==> config.mk <==
export PLATFORM = sky130hd
export DESIGN_NAME = riscv_core_trap_sequencer
export DESIGN_NICKNAME = d
export VERILOG_FILES = /design/src/rtl/riscv_core_trap_pkg.sv /design/src/rtl/riscv_core_trap_cause_encoder.sv /design/src/rtl/riscv_core_trap_sequencer.sv
export SDC_FILE = /design/constraint.sdc
export NUM_CORES = 1
export LEC_CHECK = 0
export ABC_AREA = 1
export CORE_MARGIN = 5
export CORE_UTILIZATION = 46
export CTS_CLUSTER_DIAMETER = 120
export DETAILED_ROUTE_END_ITERATION = 8
export GPL_ROUTABILITY_DRIVEN = 0
export PLACE_DENSITY_LB_ADDON = 0.2
export SYNTH_ARGS = -nofsm -noshare
export SYNTH_HDL_FRONTEND = slang
export SYNTH_HIERARCHICAL = 1
export SYNTH_SLANG_ARGS = --single-unit
==> constraint.sdc <==
create_clock -name i_clk -period 4.18 [get_ports i_clk]
set_input_delay 0.836 -clock i_clk [delete_from_list [all_inputs] [get_ports i_clk]]
set_output_delay 0.836 -clock i_clk [all_outputs]
set_load 0.1 [all_outputs]
==> src/rtl/riscv_core_trap_pkg.sv <==
// Shared types and constants for the machine-mode trap/return sequencer.
package riscv_core_trap_pkg;

  // Sequencer states: one CSR write per trap-path state, then a single redirect.
  typedef enum logic [2:0] {
    IDLE       = 3'd0,
    WR_MEPC    = 3'd1,
    WR_MCAUSE  = 3'd2,
    WR_MTVAL   = 3'd3,
    WR_MSTATUS = 3'd4,
    MRET_ST    = 3'd5,
    REDIRECT   = 3'd6
  } trap_state_e;

  // Machine-mode CSR addresses touched by the sequencer.
  localparam logic [11:0] CSR_MSTATUS = 12'h300;
  localparam logic [11:0] CSR_MEPC    = 12'h341;
  localparam logic [11:0] CSR_MCAUSE  = 12'h342;
  localparam logic [11:0] CSR_MTVAL   = 12'h343;

  // Exception cause codes.
  localparam logic [5:0] EXC_ILLEGAL    = 6'd2;
  localparam logic [5:0] EXC_BREAKPOINT = 6'd3;
  localparam logic [5:0] EXC_ECALL_M    = 6'd11;

  // Interrupt cause codes (mcause MSB set separately).
  localparam logic [5:0] IRQ_MSI = 6'd3;
  localparam logic [5:0] IRQ_MTI = 6'd7;
  localparam logic [5:0] IRQ_MEI = 6'd11;

  // Bit positions inside i_irq_pend = {MEI, MTI, MSI}.
  localparam int unsigned IRQ_PEND_MSI = 0;
  localparam int unsigned IRQ_PEND_MTI = 1;
  localparam int unsigned IRQ_PEND_MEI = 2;

  // mstatus field positions.
  localparam int unsigned MSTATUS_MIE    = 3;
  localparam int unsigned MSTATUS_MPIE   = 7;
  localparam int unsigned MSTATUS_MPP_LO = 11;
  localparam int unsigned MSTATUS_MPP_HI = 12;

  // Only mode 01 vectors; modes 00, 10 and 11 all behave as direct.
  function automatic logic mtvec_is_vectored(input logic [1:0] mode);
    return (mode == 2'b01);
  endfunction

endpackage

==> src/rtl/riscv_core_trap_cause_encoder.sv <==
// Combinational priority encoder: picks interrupt, exception or MRET and
// produces the cause code and trap value for the sequencer to latch.
module riscv_core_trap_cause_encoder
  import riscv_core_trap_pkg::*;
#(
  parameter int XLEN = 64,
  parameter int ILEN = 32
) (
  input  logic            req_valid_i,
  input  logic            ecall_i,
  input  logic            ebreak_i,
  input  logic            mret_i,
  input  logic            illegal_i,
  input  logic [2:0]      irq_pend_i,
  input  logic            mie_i,
  input  logic [XLEN-1:0] pc_i,
  input  logic [ILEN-1:0] instr_i,
  output logic            take_trap_o,
  output logic            is_irq_o,
  output logic            is_mret_o,
  output logic [5:0]      cause_o,
  output logic [XLEN-1:0] tval_o
);

  // Interrupts beat exceptions, exceptions beat MRET.
  always_comb begin
    take_trap_o = 1'b0;
    is_irq_o    = 1'b0;
    is_mret_o   = 1'b0;
    cause_o     = '0;
    tval_o      = '0;
    if (mie_i && (irq_pend_i != 3'b000)) begin
      take_trap_o = 1'b1;
      is_irq_o    = 1'b1;
      if (irq_pend_i[IRQ_PEND_MEI])      cause_o = IRQ_MEI;
      else if (irq_pend_i[IRQ_PEND_MSI]) cause_o = IRQ_MSI;
      else                               cause_o = IRQ_MTI;
    end else if (req_valid_i && (illegal_i || ebreak_i || ecall_i)) begin
      take_trap_o = 1'b1;
      if (illegal_i) begin
        cause_o = EXC_ILLEGAL;
        tval_o  = {{(XLEN-ILEN){1'b0}}, instr_i};
      end else if (ebreak_i) begin
        cause_o = EXC_BREAKPOINT;
        tval_o  = pc_i;
      end else begin
        cause_o = EXC_ECALL_M;
      end
    end else if (req_valid_i && mret_i && !illegal_i) begin
      is_mret_o = 1'b1;
    end
  end

endmodule

==> src/rtl/riscv_core_trap_sequencer.sv <==
// Machine-mode trap/return sequencer: serialises mepc/mcause/mtval/mstatus
// writes through the single CSR write port, then issues one redirect+flush.
module riscv_core_trap_sequencer
  import riscv_core_trap_pkg::*;
#(
  parameter int XLEN = 64,
  parameter int ILEN = 32
) (
  input  logic            i_clk,
  input  logic            i_rst,
  input  logic            i_req_valid,
  input  logic            i_ecall,
  input  logic            i_ebreak,
  input  logic            i_mret,
  input  logic            i_illegal,
  input  logic [XLEN-1:0] i_pc,
  input  logic [ILEN-1:0] i_instr,
  input  logic [2:0]      i_irq_pend,
  input  logic [XLEN-1:0] i_mstatus,
  input  logic [XLEN-1:0] i_mtvec,
  input  logic [XLEN-1:0] i_mepc,
  output logic            o_req_ack,
  output logic            o_busy,
  output logic            o_csr_wr_en,
  output logic [11:0]     o_csr_wr_addr,
  output logic [XLEN-1:0] o_csr_wr_data,
  output logic            o_redirect_valid,
  output logic [XLEN-1:0] o_redirect_pc,
  output logic            o_flush
);

  trap_state_e     state_q, state_d;
  logic            is_irq_q;
  logic            is_mret_q;
  logic [5:0]      cause_q;
  logic [XLEN-1:0] pc_q, tval_q, mstatus_q, mtvec_q, mepc_q;

  logic            enc_take_trap, enc_is_irq, enc_is_mret;
  logic [5:0]      enc_cause;
  logic [XLEN-1:0] enc_tval;
  logic            accept;

  riscv_core_trap_cause_encoder #(
    .XLEN (XLEN),
    .ILEN (ILEN)
  ) u_cause_encoder (
    .req_valid_i (i_req_valid),
    .ecall_i     (i_ecall),
    .ebreak_i    (i_ebreak),
    .mret_i      (i_mret),
    .illegal_i   (i_illegal),
    .irq_pend_i  (i_irq_pend),
    .mie_i       (i_mstatus[MSTATUS_MIE]),
    .pc_i        (i_pc),
    .instr_i     (i_instr),
    .take_trap_o (enc_take_trap),
    .is_irq_o    (enc_is_irq),
    .is_mret_o   (enc_is_mret),
    .cause_o     (enc_cause),
    .tval_o      (enc_tval)
  );

  // Reset blocks acceptance so nothing is acknowledged in the reset cycle.
  assign accept = !i_rst && (state_q == IDLE) && (enc_take_trap || enc_is_mret);

  // Next-state sequencing.
  always_comb begin
    state_d = state_q;
    case (state_q)
      IDLE:       if (accept) state_d = enc_take_trap ? WR_MEPC : MRET_ST;
      WR_MEPC:    state_d = WR_MCAUSE;
      WR_MCAUSE:  state_d = WR_MTVAL;
      WR_MTVAL:   state_d = WR_MSTATUS;
      WR_MSTATUS: state_d = REDIRECT;
      MRET_ST:    state_d = REDIRECT;
      REDIRECT:   state_d = IDLE;
      default:    state_d = IDLE;
    endcase
  end

  // State register and context latched at accept time.
  always_ff @(posedge i_clk) begin
    if (i_rst) begin
      state_q   <= IDLE;
      is_irq_q  <= 1'b0;
      is_mret_q <= 1'b0;
      cause_q   <= '0;
      pc_q      <= '0;
      tval_q    <= '0;
      mstatus_q <= '0;
      mtvec_q   <= '0;
      mepc_q    <= '0;
    end else begin
      state_q <= state_d;
      if (accept) begin
        is_irq_q  <= enc_is_irq;
        is_mret_q <= enc_is_mret;
        cause_q   <= enc_cause;
        pc_q      <= {i_pc[XLEN-1:2], 2'b00};
        tval_q    <= enc_tval;
        mstatus_q <= i_mstatus;
        mtvec_q   <= i_mtvec;
        mepc_q    <= i_mepc;
      end
    end
  end

  // CSR write mux and redirect outputs, all forced low during reset.
  always_comb begin
    logic [XLEN-1:0] ms;
    logic [XLEN-1:0] base;
    ms               = mstatus_q;
    base             = {mtvec_q[XLEN-1:2], 2'b00};
    o_req_ack        = accept;
    o_busy           = !i_rst && (state_q != IDLE);
    o_csr_wr_en      = 1'b0;
    o_csr_wr_addr    = '0;
    o_csr_wr_data    = '0;
    o_redirect_valid = 1'b0;
    o_redirect_pc    = '0;
    o_flush          = 1'b0;
    if (!i_rst) begin
      case (state_q)
        WR_MEPC: begin
          o_csr_wr_en   = 1'b1;
          o_csr_wr_addr = CSR_MEPC;
          o_csr_wr_data = pc_q;
        end
        WR_MCAUSE: begin
          o_csr_wr_en   = 1'b1;
          o_csr_wr_addr = CSR_MCAUSE;
          o_csr_wr_data = {is_irq_q, {(XLEN-7){1'b0}}, cause_q};
        end
        WR_MTVAL: begin
          o_csr_wr_en   = 1'b1;
          o_csr_wr_addr = CSR_MTVAL;
          o_csr_wr_data = tval_q;
        end
        WR_MSTATUS: begin
          ms[MSTATUS_MPIE]                  = mstatus_q[MSTATUS_MIE];
          ms[MSTATUS_MIE]                   = 1'b0;
          ms[MSTATUS_MPP_HI:MSTATUS_MPP_LO] = 2'b11;
          o_csr_wr_en   = 1'b1;
          o_csr_wr_addr = CSR_MSTATUS;
          o_csr_wr_data = ms;
        end
        MRET_ST: begin
          ms[MSTATUS_MIE]                   = mstatus_q[MSTATUS_MPIE];
          ms[MSTATUS_MPIE]                  = 1'b1;
          ms[MSTATUS_MPP_HI:MSTATUS_MPP_LO] = 2'b11;
          o_csr_wr_en   = 1'b1;
          o_csr_wr_addr = CSR_MSTATUS;
          o_csr_wr_data = ms;
        end
        REDIRECT: begin
          o_redirect_valid = 1'b1;
          o_flush          = 1'b1;
          if (is_mret_q)
            o_redirect_pc = mepc_q;
          else if (mtvec_is_vectored(mtvec_q[1:0]) && is_irq_q)
            o_redirect_pc = base + {{(XLEN-8){1'b0}}, cause_q, 2'b00};
          else
            o_redirect_pc = base;
        end
        default: ;
      endcase
    end
  end

endmodule

Word-level counts from Yosys, hierarchy flattened --
Index checks and enable logic that the tools add are counted.
Word-level totals: flip-flop bits (word level) 329, output and inout bits 145, word-level logic and storage cells 67
Operators by class: $add $sub $neg 1, equal/unequal tests 8, multiplexer cells 31, reduce and logical (&&, ||, !) cells 18
Operators by type and width (number):
- two-way mux 64 bit | 9
- one-hot mux 64 bit (5 select lines) | 1
- adder 64 x 8 -> 64 bit | 1
- one-hot mux 10 bit (4 select lines) | 1
- two-way mux 6 bit | 4
- one-hot mux 3 bit (5 select lines) | 1
- two-way mux 1 bit | 10
- two-way mux 10 bit | 1
- == test 3 bit, second input constant | 3
- two-way mux 3 bit | 3
- logical AND 1 bit | 8
- == test 3 x 2 -> 1 bit, second input constant | 2
- nonzero test 3 bit | 2
- OR reduction 5 bit | 1
- two-way mux 4 bit | 1
- == test 3 x 1 -> 1 bit, second input constant | 1
- zero test 3 bit | 1
- logical OR 1 bit | 3
- == test 2 x 1 -> 1 bit, second input constant | 1
- zero test 1 bit | 2
- != test 2 bit, second input constant | 1
- OR reduction 2 bit | 1

Longest topological paths before layout --
Gate-level depths: netlist of the first run.
depth after elaboration 9, depth in mapped cells 15, mapped depth without buffers 15

Hierarchy --
The synthesis of the first run kept the hierarchy.
By module, submodules not included:
- riscv_core_trap_sequencer | instances 1, cells each 2429, area each 16134.2 sq um
- riscv_core_trap_cause_encoder | instances 1, cells each 207, area each 964.7 sq um

Least setup slack after synthesis of the first run --
No wires, ideal clock.
path kind input to output, start point input i_rst, end point output o_redirect_pc[0], arrival time 3.531 ns, required time 3.344 ns, setup slack -0.187 ns, stages on the path 5, cell sequence buf_2 > inv_2 > nand3_1 > clkbuf_1 > nor3_1
On the way: cells in the longest elaborated chain, start to end 1
Ends and longest elaborated chain:
- start: declaration | RTL line riscv_core_trap_sequencer.sv:10 | input logic i_rst,
- two-way mux 64 bit | RTL line riscv_core_trap_sequencer.sv:122 | if (!i_rst) begin
- end: declaration | RTL line riscv_core_trap_sequencer.sv:28 | output logic [XLEN-1:0] o_redirect_pc,
No other way between the ends.

Worst setup path after layout of the first run --
start point register cause_q[0], end point output o_redirect_pc[30]
On the way: cells in the longest elaborated chain, start to end 5
Ends and longest elaborated chain:
- start: declaration | RTL line riscv_core_trap_sequencer.sv:35 | logic [5:0] cause_q;
- start signal: assignment | RTL line riscv_core_trap_sequencer.sv:98 | cause_q <= enc_cause;
- adder 64 x 8 -> 64 bit | RTL line riscv_core_trap_sequencer.sv:161 | o_redirect_pc = base + {{(XLEN-8){1'b0}}, cause_q, 2'b00};
- two-way mux 64 bit | RTL line riscv_core_trap_sequencer.sv:160 | else if (mtvec_is_vectored(mtvec_q[1:0]) && is_irq_q)
- two-way mux 64 bit | RTL line riscv_core_trap_sequencer.sv:158 | if (is_mret_q)
- two-way mux 64 bit | RTL line riscv_core_trap_sequencer.sv:123 | case (state_q)
- two-way mux 64 bit | RTL line riscv_core_trap_sequencer.sv:122
No other way between the ends.

==> out/results.ini, run 1 <==
[critical_path]
timing.critical_path.arrival_ns = 3.24
timing.reg2reg.worst_path_depth = 8
crit-reg2reg-launch = state_q[2]$_SDFFE_PP0P_
crit-reg2reg-capture = mepc_q[11]$_SDFFE_PP0P_
endpoint_kind = output pin
ff2ff_setup_slack_ns = 1.91
critPathLaunch = cause_q[0]$_SDFFE_PP0P_
startpoint_type = flip-flop
critical_path.max_fanout = 4
timing.critical_path.required_ns = 3.34
timing_worst_setup_path_type = flip-flop to output pin
endpoint = o_redirect_pc[30]

[synth]
synth_enable_flop_cells = 0
async_s_r_ff_share_synth_pct = 0
yosys.area.top_type = sky130_fd_sc_hd__dfxtp_1
syn-mean-instance-area_um2 = 6.49
synthDominantCellAreaShare_pct = 38.3
post_synth_instance_area_um2 = 17100
postSynthCellCount = 2636
seq_area_frac_synth_pct = 38.3
yosys-top-cells-area = sky130_fd_sc_hd__dfxtp_1 38%, sky130_fd_sc_hd__nor2_1 10%, sky130_fd_sc_hd__o21ai_0 9.6%, sky130_fd_sc_hd__a21oi_1 9.5%, sky130_fd_sc_hd__nand2_1 7.4%
synthesis.yosys.warnings = 6
synth.ff_latch_count = 327
dominantRegCellSynth = sky130_fd_sc_hd__dfxtp_1
yosys.cell_types.count = 43

[routing]
detail_route.wirelength_mm = 62.8
detailedRoute.firstPassIterationCount = 7
routedWlPerCell_um = 18.1
total_number_of_vias = 18900
drt_iter0_markers = 1669
detail-route-antenna-nets = 0
drt_drc_violations_left = 2
avgViaCountPerCell = 5.46

[final_layout]
filler_cell_count = 3245
finalNonFillerCells = 3458
drive_gt1_share_pct = 9.14
syn2layout_area_growth_pct = 40.9
layout.cell_area.non_filler_um2 = 24100
num-nets-final = 3269

[floorplan]
num_rows = 70
fp.dieArea_um2 = 41100
start_util_pct = 46.6
core_area_um2 = 36700
io-pin-count = 443
fp.dieW_um = 203
fp.dieH_um = 203

[timing]
max_slew_margin_pct = 26.5
report.final.setup_viol = 0
worst_clock_skew_ns = 0.0128
rsz0062_at_grt = yes
report.final.slew_viol_count = 0
clock.fmax_ghz = 0.245
period_share_pct = 97.6
final.min_clock_period_ns = 4.08
worst-slew-pin-transition_ns = 1.10
post-route-worst-setup-slack_ns = 0.100
hold_viol = 0

[power]
clock_power_share_pct = 28.2
static-leakage-power_nw = 9.53
power_per_cell_area_nw_per_um2 = 497
post-layout-total-power_mw = 12.0
power.ir.vdd_worst_mv = 0.458
power.net_switching_mw = 4.63
internal_power_mw = 7.35
p_sw_share_pct = 38.6
sequential_cell_fraction_of_total_power_pct = 37.0
power.combinational.fraction_pct = 34.8

[grt]
grt_pass1_vias = 17900
antenna_violations_before_repair = 7
grt_pass1_wl_mm = 96.3
grtUsageTotal_pct = 28.8
grt_start_max_net_pins = 267
grt_overflow = 0

[clock_network]
cts.sinks = 327
cts_setup_buffers = 0
cts_tree = built
clock_path_buffers = 3
htreeDepth = 2
clk_lat_worst_skew_ns = 0.53
cts_root_buffer = sky130_fd_sc_hd__clkbuf_16
cts_inserted_buffers = 39
clkSlewWorstSetupHoldPaths_ns = 0.06

[outcome]
status = finished with violations
violations = DRC

[place]
port_buffers = 433
postPlaceCellArea_um2 = 22800
dpl.cell_count = 3388
place_worst_setup_slack_ns = 0.518
detailed_place_hpwl_mm = 44.4

[job]
drv_cap = 0

[hold_path]
holdPathStages = 2
min_path_type = flip-flop to flip-flop

## through the flow
step / TNS (ns) / util (%) / hold WS, ns
finish: 0 / 65.6 / 0.452
global route: -0.0451 / 65.6 / 0.476
CTS: 0 / 65.6 / 0.454
detailed placement: 0 / 62.1 / 0.445
global placement: 0 / 62.1 / 0.440
floorplan: -0.374 / - / 0.429
## registers in the layout, summed over array words and instances (netlist names)
name	count
cause_q	6
pc_q	62
state_q	3
is_irq_q	1
tval_q	64
mtvec_q	64
mstatus_q	62
mepc_q	64
is_mret_q	1
## cell families (layout without fill, tap and decap cells)
group	after synthesis	in the layout	share of synthesized area, %
simple gates	966	966	23.1
compound gates	822	822	25.4
buf+inv	506	849	12.2
flops	327	327	38.3
fa+ha+maj	10	10	0.776
xor+xnor	3	3	0.154
other cells	2	13	0.0439
## cell usage after synthesis (all sizes together), types with 2 or more instances
library cell / n
ha: 9
a22oi: 2
a31oi: 4
nand4: 16
conb: 2
buf: 86
xor2: 2
inv: 322
clkbuf: 98
nor2: 492
o22ai: 61
dfxtp: 327
nand3: 90
o21ai: 377
nand2: 338
and3: 2
o211ai: 16
a21oi: 324
nor3: 19
a221oi: 4
a21boi: 32
nor4: 3
and2: 3
## placed cells by master, fill, tap and decap left out, drive strengths merged, types with 2 or more instances in the layout
cell / instances
a21boi: 32
a21oi: 324
a221oi: 4
a22oi: 2
a31oi: 4
and2: 3
and3: 2
buf: 166
bufinv: 2
clkbuf: 55
clkdlybuf4s50: 295
clkinv: 7
conb: 9
dfxtp: 327
diode: 4
ha: 9
inv: 323
nand2: 338
nand3: 90
nand4: 16
nor2: 492
nor3: 19
nor4: 3
o211ai: 16
o21ai: 377
o22ai: 61
xor2: 2
## routing by layer
metal | GRT usage, % | vias up | part of all wire, %
li1 | - | 9208 | -
met5 | 0 | - | 0.065
met2 | 49.1 | 882 | 49
met3 | 7.41 | 150 | 9.2
met1 | 34.5 | 8618 | 37
met4 | 12.5 | 6 | 4.6
## worst max-delay path, cell delays in order, from the launching register on
cell                      delay (ns)
sky130_fd_sc_hd__dfxtp_1        0.37
sky130_fd_sc_hd__ha_1           0.23
sky130_fd_sc_hd__inv_1          0.07
sky130_fd_sc_hd__fa_1           0.40
sky130_fd_sc_hd__inv_1          0.14
sky130_fd_sc_hd__nand2_1        0.10
sky130_fd_sc_hd__nand2_1        0.10
sky130_fd_sc_hd__nand3_1        0.09
sky130_fd_sc_hd__nand2_1        0.15
sky130_fd_sc_hd__nand4_1        0.26
sky130_fd_sc_hd__o21ai_0        0.27
sky130_fd_sc_hd__nand3_1        0.19
sky130_fd_sc_hd__nand2_1        0.10
sky130_fd_sc_hd__inv_1          0.06
sky130_fd_sc_hd__buf_12         0.16
## layout make-up
class                   count  area (µm²)  share of cell area (%)
diodes                      4        10.0                  0.0416
clock buffers              55        1150                    4.76
clock inverters            11         123                   0.509
inverters                 322        1220                    5.06
multi-input cells        1810        8520                    35.4
flip-flops and latches    327        6550                    27.2
well taps                 468         586                    2.43
repair buffers            461        5940                    24.7
## how the worst min path moves through the flow
stage,from,end,slack (ns)
5_1_grt,mepc_q[61]$_SDFFE_PP0P_,mepc_q[61]$_SDFFE_PP0P_,0.48
3_3_place_gp,tval_q[43]$_SDFFE_PP0P_,tval_q[43]$_SDFFE_PP0P_,0.44
6_report,pc_q[56]$_SDFFE_PP0P_,pc_q[56]$_SDFFE_PP0P_,0.45
2_1_floorplan,tval_q[7]$_SDFFE_PP0P_,tval_q[7]$_SDFFE_PP0P_,0.43
4_1_cts,mstatus_q[58]$_SDFFE_PP0P_,mstatus_q[58]$_SDFFE_PP0P_,0.45
3_5_place_dp,mepc_q[61]$_SDFFE_PP0P_,mepc_q[61]$_SDFFE_PP0P_,0.45
## timing repair
item,in CTS,in global routing
hold buffers,0,0
resized for setup,0,4
endpoints found under the setup margin,0,7
## power groups by stage
stage	combinational, mW	clock (mW)	sequential, mW
finish	4.17	3.37	4.43
global route	4.59	3.57	4.52
CTS	4.15	3.43	4.42
detailed placement	4.13	0	4.48
global placement	4.03	0	4.45
floorplan	2.90	0	4.32
Note: power is estimated with default switching activity, not from simulation.
==> run 2: changes to the inputs <==
GPL_TIMING_DRIVEN = 0   (was not set)
MAX_ROUTING_LAYER = met4   (was not set)
SETUP_SLACK_MARGIN = 0.15   (was not set)
==> run 2 against run 1 <==
The flow now finishes without violations. Wire length grew 15%. Clock skew grew 0.0037 ns. Clock power shrank 1%. Via count grew 7.1%. Register-to-register slack lost 0.20 ns. Hold slack is essentially flat. First-iteration DRC count grew 22%.
==> out/results.ini, run 2 (synthesized netlist as in run 1, its figures left out) <==
[outcome]
status = finished, final reports clean  ; was finished with violations

[floorplan]
start_util_pct = 46.6  ; unchanged
num_rows = 70  ; unchanged
io-pin-count = 443  ; unchanged
fp.dieH_um = 203  ; unchanged
fp.dieW_um = 203  ; unchanged
fp.dieArea_um2 = 41100  ; unchanged
core_area_um2 = 36700  ; unchanged

[critical_path]
timing.critical_path.arrival_ns = 3.17  ; was 3.24 ns
timing.reg2reg.worst_path_depth = 9  ; was 8
crit-reg2reg-capture = mtvec_q[0]$_SDFFE_PP0P_  ; was mepc_q[11]$_SDFFE_PP0P_
endpoint = o_csr_wr_addr[9]  ; was o_redirect_pc[30]
critical-path-top-delay-family = buffers and inverters  ; was simple AND/OR/NAND/NOR gates
startpoint_type = flip-flop  ; unchanged
ff2ff_setup_slack_ns = 1.71  ; was 1.91 ns
timing.critical_path.required_ns = 3.34  ; about the same
critPathLaunch = state_q[1]$_SDFFE_PP0P_  ; was cause_q[0]$_SDFFE_PP0P_
worst-path-stages = 7  ; was 14
cp_common_cell = sky130_fd_sc_hd__inv_2  ; was sky130_fd_sc_hd__nand2_1
worst_path_max_delay_cell = sky130_fd_sc_hd__dfxtp_1  ; was sky130_fd_sc_hd__fa_1
crit_path_max_incr_delay_ns = 0.54  ; was 0.40 ns
path_buf_inv = 5  ; was 4
endpoint_kind = output pin  ; unchanged
crit_path_cell_trace = inv_2 > nor3_4 > inv_2 > clkbuf_1 > a31oi_1 > buf_4 > buf_2  ; was ha_1 > inv_1 > fa_1 > inv_1 > nand2_1 > nand2_1 > nand3_1 > nand2_1 > nand4_1 > o21ai_0 > nand3_1 > nand2_1 > inv_1 > buf_12
critical_path.max_fanout = 10  ; was 4
timing_worst_setup_path_type = flip-flop to output pin  ; unchanged
crit-reg2reg-launch = state_q[2]$_SDFFE_PP0P_  ; unchanged

[timing]
final.min_clock_period_ns = 4.01  ; was 4.08 ns
worst_clock_skew_ns = 0.0164  ; was 0.0128 ns
clock.fmax_ghz = 0.250  ; was 0.245 GHz
whs_ns = 0.451  ; was 0.452 ns
report.final.slew_viol_count = 0  ; unchanged
finalSetupTns_ns = 0  ; unchanged
max_slew_margin_pct = 25.3  ; was 26.5%
rsz0062_at_grt = yes  ; unchanged
hold_viol = 0  ; unchanged
worst-slew-pin-transition_ns = 1.12  ; was 1.10 ns
report.final.setup_viol = 0  ; unchanged
post-route-worst-setup-slack_ns = 0.175  ; was 0.100 ns
period_share_pct = 95.8  ; was 97.6%

[final_layout]
syn2layout_area_growth_pct = 34.2  ; was 40.9%
final_core_utilization_pct = 62.5  ; was 65.6%
filler_cell_count = 3435  ; was 3,245
drive_gt1_share_pct = 10.7  ; was 9.14%
multiInputGateArea_um2 = 8540  ; was 8520 µm²
num-nets-final = 3430  ; was 3,269
ff_latch_area_um2 = 6550  ; about the same
largest_registers = mepc_q (64), mtvec_q (64), tval_q (64)  ; unchanged
final_cell_mix = 474 x sky130_fd_sc_hd__nor2_1, 332 x sky130_fd_sc_hd__nand2_1, 326 x sky130_fd_sc_hd__dfxtp_1  ; was 474 x sky130_fd_sc_hd__nor2_1, 334 x sky130_fd_sc_hd__nand2_1, 327 x sky130_fd_sc_hd__o21ai_0
most_common_cell_after_layout_fill_and_taps_aside = sky130_fd_sc_hd__nor2_1  ; unchanged

[clock_network]
clkSlewWorstSetupHoldPaths_ns = 0.07  ; was 0.06 ns
htreeDepth = 2  ; unchanged
cts_hold_buffers = 0  ; unchanged
clk_lat_worst_skew_ns = 0.54  ; was 0.53 ns
clock_path_buffers = 3  ; unchanged
cts_inserted_buffers = 38  ; was 39
cts_tree = built  ; unchanged
cts_root_buffer = sky130_fd_sc_hd__clkbuf_16  ; unchanged
cts.sinks = 327  ; unchanged

[power]
post-layout-total-power_mw = 12.2  ; was 12.0 mW
clock_power_share_pct = 27.3  ; was 28.2%
static-leakage-power_nw = 9.45  ; was 9.53 nW
power.net_switching_mw = 4.99  ; was 4.63 mW
power.ir.vdd_worst_mv = 0.618  ; was 0.458 mV
power.combinational.fraction_pct = 36.3  ; was 34.8%
p_sw_share_pct = 40.8  ; was 38.6%
sequential_cell_fraction_of_total_power_pct = 36.4  ; was 37.0%
internal_power_mw = 7.23  ; was 7.35 mW
power_per_cell_area_nw_per_um2 = 532  ; was 497 nW/µm²

[place]
detailed_place_hpwl_mm = 55.7  ; was 44.4 mm
place_worst_setup_slack_ns = -0.507  ; was 0.518 ns
port_buffers = 431  ; was 433

[routing]
avgViaCountPerCell = 5.58  ; was 5.46
drt_iter0_markers = 2035  ; was 1,669
detail-route-antenna-nets = 0  ; unchanged
total_number_of_vias = 20200  ; was 18,900
detailedRoute.firstPassIterationCount = 8  ; was 7
routedWlPerCell_um = 19.9  ; was 18.1 µm
drt_drc_violations_left = 0  ; was 2
detail_route.wirelength_mm = 71.9  ; was 62.8 mm

[grt]
grt_overflow = 0  ; unchanged
globalRouteMet3Util_pct = 6.72  ; was 7.41%
antenna_violations_before_repair = 5  ; was 7
grt_start_max_net_pins = 14  ; was 267
gr_met2_demand_resource_pct = 56.4  ; was 49.1%
grt_pass1_wl_mm = 108  ; was 96.3 mm
global_route.peak_usage_layer = met2  ; unchanged
grtUsageTotal_pct = 34.1  ; was 28.8%
grt_pass1_vias = 19900  ; was 17,900
grtUsageMet1_pct = 39.0  ; was 34.5%

[job]
drv_cap = 0  ; unchanged

[hold_path]
min_path_type = flip-flop to flip-flop  ; unchanged
holdCritStartpoint = mstatus_q[63]$_SDFFE_PP0P_  ; was pc_q[56]$_SDFFE_PP0P_

-- run 2: cell types whose count changed in the layout (fill, tap and decap cells not counted), sizes merged, moves of 2 or more --
cell	previous run	this run
buf	166	178
clkbuf	55	180
clkdlybuf4s15	0	14
clkdlybuf4s18	0	10
clkdlybuf4s50	295	297
-- run 2: worst min path at each step --
stage / endpoint / slack (ns) / cells past startpoint
4_1_cts: mepc_q[33]$_SDFFE_PP0P_ / 0.45 / 2
3_3_place_gp: mepc_q[62]$_SDFFE_PP0P_ / 0.44 / 2
5_1_grt: pc_q[28]$_SDFFE_PP0P_ / 0.47 / 2
6_report: mstatus_q[63]$_SDFFE_PP0P_ / 0.45 / 2
3_5_place_dp: mepc_q[33]$_SDFFE_PP0P_ / 0.44 / 2
2_1_floorplan: tval_q[7]$_SDFFE_PP0P_ / 0.43 / 2
-- run 2: power groups by stage --
stage	registers, mW	clock network, mW	logic, mW
floorplan	4.32	0	2.90
global placement	4.44	0	4.26
detailed placement	4.47	0	4.36
CTS	4.41	3.33	4.37
global route	4.51	3.47	4.84
finish	4.44	3.33	4.44
-- run 2: tightest hold or removal path, cell delays in order, from the launching register on --
cell and delay (ns):
sky130_fd_sc_hd__dfxtp_1 0.30, sky130_fd_sc_hd__inv_1 0.06, sky130_fd_sc_hd__a21oi_1 0.05
-- run 2: routing by layer --
| layer | up-vias | wire length (µm) |
|---|---|---|
| met5 | - | 0 |
| met4 | 0 | 4570 |
| met3 | 263 | 7140 |
| met2 | 1195 | 33800 |
| met1 | 9199 | 26300 |
| li1 | 9552 | - |
-- run 2: what timing repair did --
| item | CTS | global route |
|---|---|---|
| setup buffers | 2 | 6 |
| hold endpoints to repair | 0 | 0 |
| resized for setup | 479 | 190 |
| pin swaps | 2 | 4 |
| endpoints found under the setup margin | 134 | 121 |
-- run 2: layout make-up --
cell class                 count  share of cell area [%]
multi-input combinational   1810                    37.2
sequential                   327                    28.5
timing repair buffer         439                    17.1
inverter                     322                    5.27
clock buffer                  57                    4.94
buffer                       184                    3.82
tap                          468                    2.55
clock inverter                10                   0.463
antenna                        5                  0.0545
-- run 2: stage by stage --
step,area [µm²],std cells
floorplan,17100,2643
global placement,22000,3542
detailed placement,22000,3542
CTS,23300,3611
global route,22900,3622
finish,22900,3622
